## config.mk

```make
export PLATFORM = sky130hd
export DESIGN_NAME = nes_joypad_if
export DESIGN_NICKNAME = d
export VERILOG_FILES = /design/src/rtl/nes_pkg.sv /design/src/rtl/nes_btn_debounce.sv /design/src/rtl/nes_joypad_if.sv
export SDC_FILE = /design/constraint.sdc
export NUM_CORES = 1
export LEC_CHECK = 0
export CORE_ASPECT_RATIO = 0.8
export CORE_UTILIZATION = 45
export DETAILED_ROUTE_END_ITERATION = 10
export PLACE_DENSITY = 0.69
export SYNTH_ARGS = -nofsm -noshare
export SYNTH_HDL_FRONTEND = slang
export SYNTH_SLANG_ARGS = --single-unit
```

## constraint.sdc

```tcl
create_clock -name sys_clock -period 9.75 [get_ports sys_clock]
set_clock_uncertainty 0.2 [all_clocks]
set_input_delay 1.4625 -clock sys_clock [delete_from_list [all_inputs] [get_ports sys_clock]]
set_output_delay 1.4625 -clock sys_clock [all_outputs]
set_load 0.05 [all_outputs]
```

## src/rtl/nes_pkg.sv

```systemverilog
// Shared constants and types for the NES controller port block.
package nes_pkg;

    localparam logic [15:0] JOY1_ADDR    = 16'h4016;
    localparam logic [15:0] JOY2_ADDR    = 16'h4017;
    localparam logic [7:0]  JOY_OPEN_BUS = 8'h40;

    localparam int BTN_A      = 0;
    localparam int BTN_B      = 1;
    localparam int BTN_SELECT = 2;
    localparam int BTN_START  = 3;
    localparam int BTN_UP     = 4;
    localparam int BTN_DOWN   = 5;
    localparam int BTN_LEFT   = 6;
    localparam int BTN_RIGHT  = 7;

    typedef logic [7:0] pad_t;

    // Serial readout: LSB leaves first, the vacated MSB fills with 1 like the real 4021.
    function automatic pad_t shift_in_one(input pad_t s);
        return {1'b1, s[7:1]};
    endfunction

endpackage

```

## src/rtl/nes_btn_debounce.sv

```systemverilog
// One 8-button pad: 2-FF synchroniser plus an independent debounce counter per bit.
module nes_btn_debounce
    import nes_pkg::*;
#(
    parameter int DEBOUNCE_CYCLES = 1000,
    parameter int CNT_W           = 10
) (
    input  logic sys_clock,
    input  logic reset,
    input  pad_t raw,
    output pad_t state
);

    pad_t sync1, sync2;

    always_ff @(posedge sys_clock or posedge reset) begin
        if (reset) begin
            sync1 <= '0;
            sync2 <= '0;
        end else begin
            sync1 <= raw;
            sync2 <= sync1;
        end
    end

    for (genvar b = 0; b < 8; b++) begin : g_bit
        logic [CNT_W-1:0] cnt;
        logic             deb;

        // Counter only runs while the synchronised input disagrees with the
        // debounced value; any return to agreement restarts the hold window.
        always_ff @(posedge sys_clock or posedge reset) begin
            if (reset) begin
                cnt <= '0;
                deb <= 1'b0;
            end else if (sync2[b] == deb) begin
                cnt <= '0;
            end else if (cnt == CNT_W'(DEBOUNCE_CYCLES - 1)) begin
                deb <= sync2[b];
                cnt <= '0;
            end else begin
                cnt <= cnt + 1'b1;
            end
        end

        assign state[b] = deb;
    end

endmodule

```

## src/rtl/nes_joypad_if.sv

```systemverilog
// Controller port block: debounced pads, $4016 strobe latch and $4016/$4017 serial readout.
module nes_joypad_if
    import nes_pkg::*;
#(
    parameter int DEBOUNCE_CYCLES = 1000,
    parameter int CNT_W           = 10
) (
    input  logic        sys_clock,
    input  logic        reset,
    input  logic        cpu_ce,
    input  logic [15:0] cpu_addr,
    input  logic        cpu_wr,
    input  logic        cpu_rd,
    input  logic [7:0]  cpu_wdata,
    output logic [7:0]  cpu_rdata,
    output logic        cpu_rvalid,
    input  logic [7:0]  pad1_raw,
    input  logic [7:0]  pad2_raw,
    output logic [7:0]  pad1_state,
    output logic [7:0]  pad2_state
);

    logic strobe, strobe_next, load, wr_joy;
    logic rd1, rd2;
    pad_t shift1, shift2;

    nes_btn_debounce #(.DEBOUNCE_CYCLES(DEBOUNCE_CYCLES), .CNT_W(CNT_W)) u_pad1 (
        .sys_clock (sys_clock),
        .reset     (reset),
        .raw       (pad1_raw),
        .state     (pad1_state)
    );

    nes_btn_debounce #(.DEBOUNCE_CYCLES(DEBOUNCE_CYCLES), .CNT_W(CNT_W)) u_pad2 (
        .sys_clock (sys_clock),
        .reset     (reset),
        .raw       (pad2_raw),
        .state     (pad2_state)
    );

    assign wr_joy      = cpu_ce && cpu_wr && (cpu_addr == JOY1_ADDR);
    assign rd1         = cpu_ce && cpu_rd && (cpu_addr == JOY1_ADDR);
    assign rd2         = cpu_ce && cpu_rd && (cpu_addr == JOY2_ADDR);
    assign strobe_next = wr_joy ? cpu_wdata[0] : strobe;
    // Old strobe covers the 1->0 final load; new strobe covers a 0->1 write,
    // which also suppresses the shift of a read in the same cycle.
    assign load        = strobe || strobe_next;

    always_ff @(posedge sys_clock or posedge reset) begin
        if (reset) begin
            strobe     <= 1'b0;
            shift1     <= '0;
            shift2     <= '0;
            cpu_rdata  <= '0;
            cpu_rvalid <= 1'b0;
        end else begin
            strobe     <= strobe_next;
            cpu_rvalid <= rd1 || rd2;
            if (rd1)
                cpu_rdata <= JOY_OPEN_BUS | {7'd0, shift1[BTN_A]};
            else if (rd2)
                cpu_rdata <= JOY_OPEN_BUS | {7'd0, shift2[BTN_A]};

            if (load) begin
                shift1 <= pad1_state;
                shift2 <= pad2_state;
            end else begin
                if (rd1)
                    shift1 <= shift_in_one(shift1);
                if (rd2)
                    shift2 <= shift_in_one(shift2);
            end
        end
    end

endmodule
```

==> results.toml <==
[outcome]
status = "completed"

[global_route]
grt_max_degree = 119
grtUsageTotal = 0.153
grt_pass1_wl_um = 29000
antenna_found_initial = 0
grt-ovfl-total = 0
grt_pass1_vias = 6204

[worst_hold_path]
hold_depth = 0
hold_path.class = "flip-flop to flip-flop"
holdCritStartpoint = "u_pad2.sync1[5]$_DFF_PP0_"

[clock_tree]
postCtsHoldBufs = 0
post_cts_buffers = 0
insertion_delay_ns = 0.50
numCtsBuffers = 22
cts_max_path_buffers = 3
htree_levels = 1
clock_sinks = 228
cts.clk_slew.worst_paths_ns = 0.06
cts_tree = "yes"
cts_resized = 0
root_buffer = "clkbuf_16"

[layout]
syn2layout_area_growth_pct = 15.0
fillerInstances = 1917
final_util = 0.531
diodes = 0
final_nets = 1061
drive_gt1_frac = 0.0640

[critical_path]
critPathTopFamily = "buffers and inverters"
reg2reg_slack_ns = 7.84
rr_worst_depth = 5
slowest_stage = "clkdlybuf4s50_1"
worstSetupStartpointType = "flip-flop"
crit_cells = 1
crit_type = "flip-flop to output pin"
path_buf_inv = 1
path_cells = "clkdlybuf4s50_1"
slowest_delay_ns = 0.85
required_ns = 8.09
arrival_ns = 1.83
worstSetupEndpointType = "output pin"
cp_max_fo = 4
setup.worst_path.start = "u_pad2.g_bit[4].deb$_DFFE_PP0P_"
r2r-start = "u_pad2.g_bit[3].cnt[0]$_DFF_PP0_"

[sta]
maxSlewHeadroom = 0.377
rsz0062_at_grt = "false"
final-setup-viol-count = 0
clock.fmax_ghz = 0.286
drv_slew = 0
tns_ns = 0
period_share = 0.358
hold_viol = 0
fin_crit_ns = 3.49
worstMarginPinSlew_ns = 0.931

[synthesis]
synth_cells = 940
yosysSeqAreaShare = 0.569
synth_edf_count = 0
ys.flop_type = "dfrtp_1"
avgSynthCellArea_um2 = 10.7
synthesis.area_um2 = 10000
ys_types = 34
ys_warn_count = 0
async_flop_share = 1.00
ys_ff_latch = 228

[pwr]
power_density_nw_per_um2 = 166
finalPower_mw = 1.92
ir_worst_vdd_mv = 0.116
p_leak_nw = 5.15

[route]
vias_per_cell = 4.76
routed_wl_um = 16400
num_vias = 6265
drc = 0
post_drt_wl_per_cell_um = 12.5
final_antenna_net_count = 0
drt_iter0_markers = 363
drt-pass1-iter-count = 4

[die]
core_area_um2 = 21700
dieArea_um2 = 22900
io_pins = 70
fp.dieW_um = 169
die_y_um = 136
placementRows = 48
floorplan.initialDensity = 0.461

[place]
place.gp.congestion = 0.789
port_buffers = 56
place_hpwl_um = 10900

[flow_run]
cap_violations = 0
## per-stage QoR
| step | cell area [um2] | cells | hold WS [ns] | setup WS (ns) |
|---|---|---|---|---|
| 6_report | 11500 | 1315 | 0.146 | 6.26 |
| 5_1_grt | 11500 | 1315 | 0.148 | 6.19 |
| 4_1_cts | 11500 | 1315 | 0.150 | 6.21 |
| 3_5_place_dp | 10800 | 1276 | 0.135 | 5.83 |
| 3_3_place_gp | 10800 | 1276 | 0.133 | 5.89 |
| 2_1_floorplan | 10100 | 945 | 0.131 | 1.84 |
## report_power, final
part / internal, mW / total (mW) / switching (mW)
registers: 0.969 / 0.985 / 0.0154
clock network: 0.503 / 0.850 / 0.347
logic: 0.0334 / 0.0838 / 0.0503
total: 1.51 / 1.92 / 0.413
## cell families after synthesis
group | Yosys count | share of synthesized area
AOI/OAI and AO/OA | 18 | 0.0120
xor gates and xnor gates | 144 | 0.126
adders and majority gates | 16 | 0.0200
buffers and inverters | 55 | 0.0311
DFF | 228 | 0.569
muxes | 32 | 0.0340
other | 1 | 0.000374
and+or+nand+nor | 446 | 0.208
## path summary, 6_finish.rpt
check | endpoint
worst max-delay path | pad2_state[4]
worst min-delay path | u_pad2.sync2[5]$_DFF_PP0_
worst max register to register | u_pad2.g_bit[3].cnt[2]$_DFF_PP0_
worst min register to register | u_pad2.sync2[5]$_DFF_PP0_
max in group asynchronous | u_pad1.sync1[3]$_DFF_PP0_
min in group asynchronous | u_pad1.g_bit[7].cnt[6]$_DFF_PP0_
## area by class of cell
class	instances	area (um2)	area share
Sequential cell	228	5710	0.495
Inverter	28	113	0.00976
Multi-Input combinational cell	662	4040	0.350
Timing Repair Buffer	58	576	0.0499
Tap cell	300	375	0.0325
Clock buffer	33	673	0.0584
Clock inverter	6	58.8	0.00510
## synth_stat cells, drive strengths merged (14+ instances only)
library cell,n,share of area
ha,16,0.020
nand4,15,0.0094
nor3,31,0.015
buf,25,0.020
xnor2,92,0.080
mux2,17,0.019
and3,34,0.021
and2,14,0.0087
nand3,37,0.018
a21oi,16,0.0087
nor2,199,0.078
or4,14,0.010
xor2,52,0.045
mux2i,15,0.015
dfrtp,228,0.57
nand2,91,0.034
inv,28,0.010
## metal layers
layer	vias to the layer above	wire, um	GRT usage	share of wire
met1	3009	8460	0.219	0.52
met3	28	480	0.0286	0.029
met5	-	0	0	0
met4	0	332	0.0389	0.020
li1	3175	-	-	-
met2	53	7130	0.241	0.43
## sequential cells by signal, indices dropped and copies added, names as in the netlist
register	count
shift1	8
u_pad2.sync2	8
shift2	8
cpu_rvalid	1
u_pad2.g_bit.deb	8
cpu_rdata	2
u_pad2.g_bit.cnt	80
u_pad1.sync1	8
u_pad1.g_bit.deb	8
strobe	1
u_pad1.g_bit.cnt	80
u_pad1.sync2	8
u_pad2.sync1	8
## cells in the final DEF (no fill, tap or decap), drive strengths merged, types with 14 or more instances in the layout
cell type	n
nand3	37
mux2i	15
a21oi	16
and2	14
or4	14
nand2	91
nor2	199
nor3	31
xnor2	92
mux2	17
clkbuf	33
clkdlybuf4s50	56
inv	28
and3	34
xor2	52
nand4	15
dfrtp	228
ha	16
Note: power is estimated with default switching activity, not from simulation.
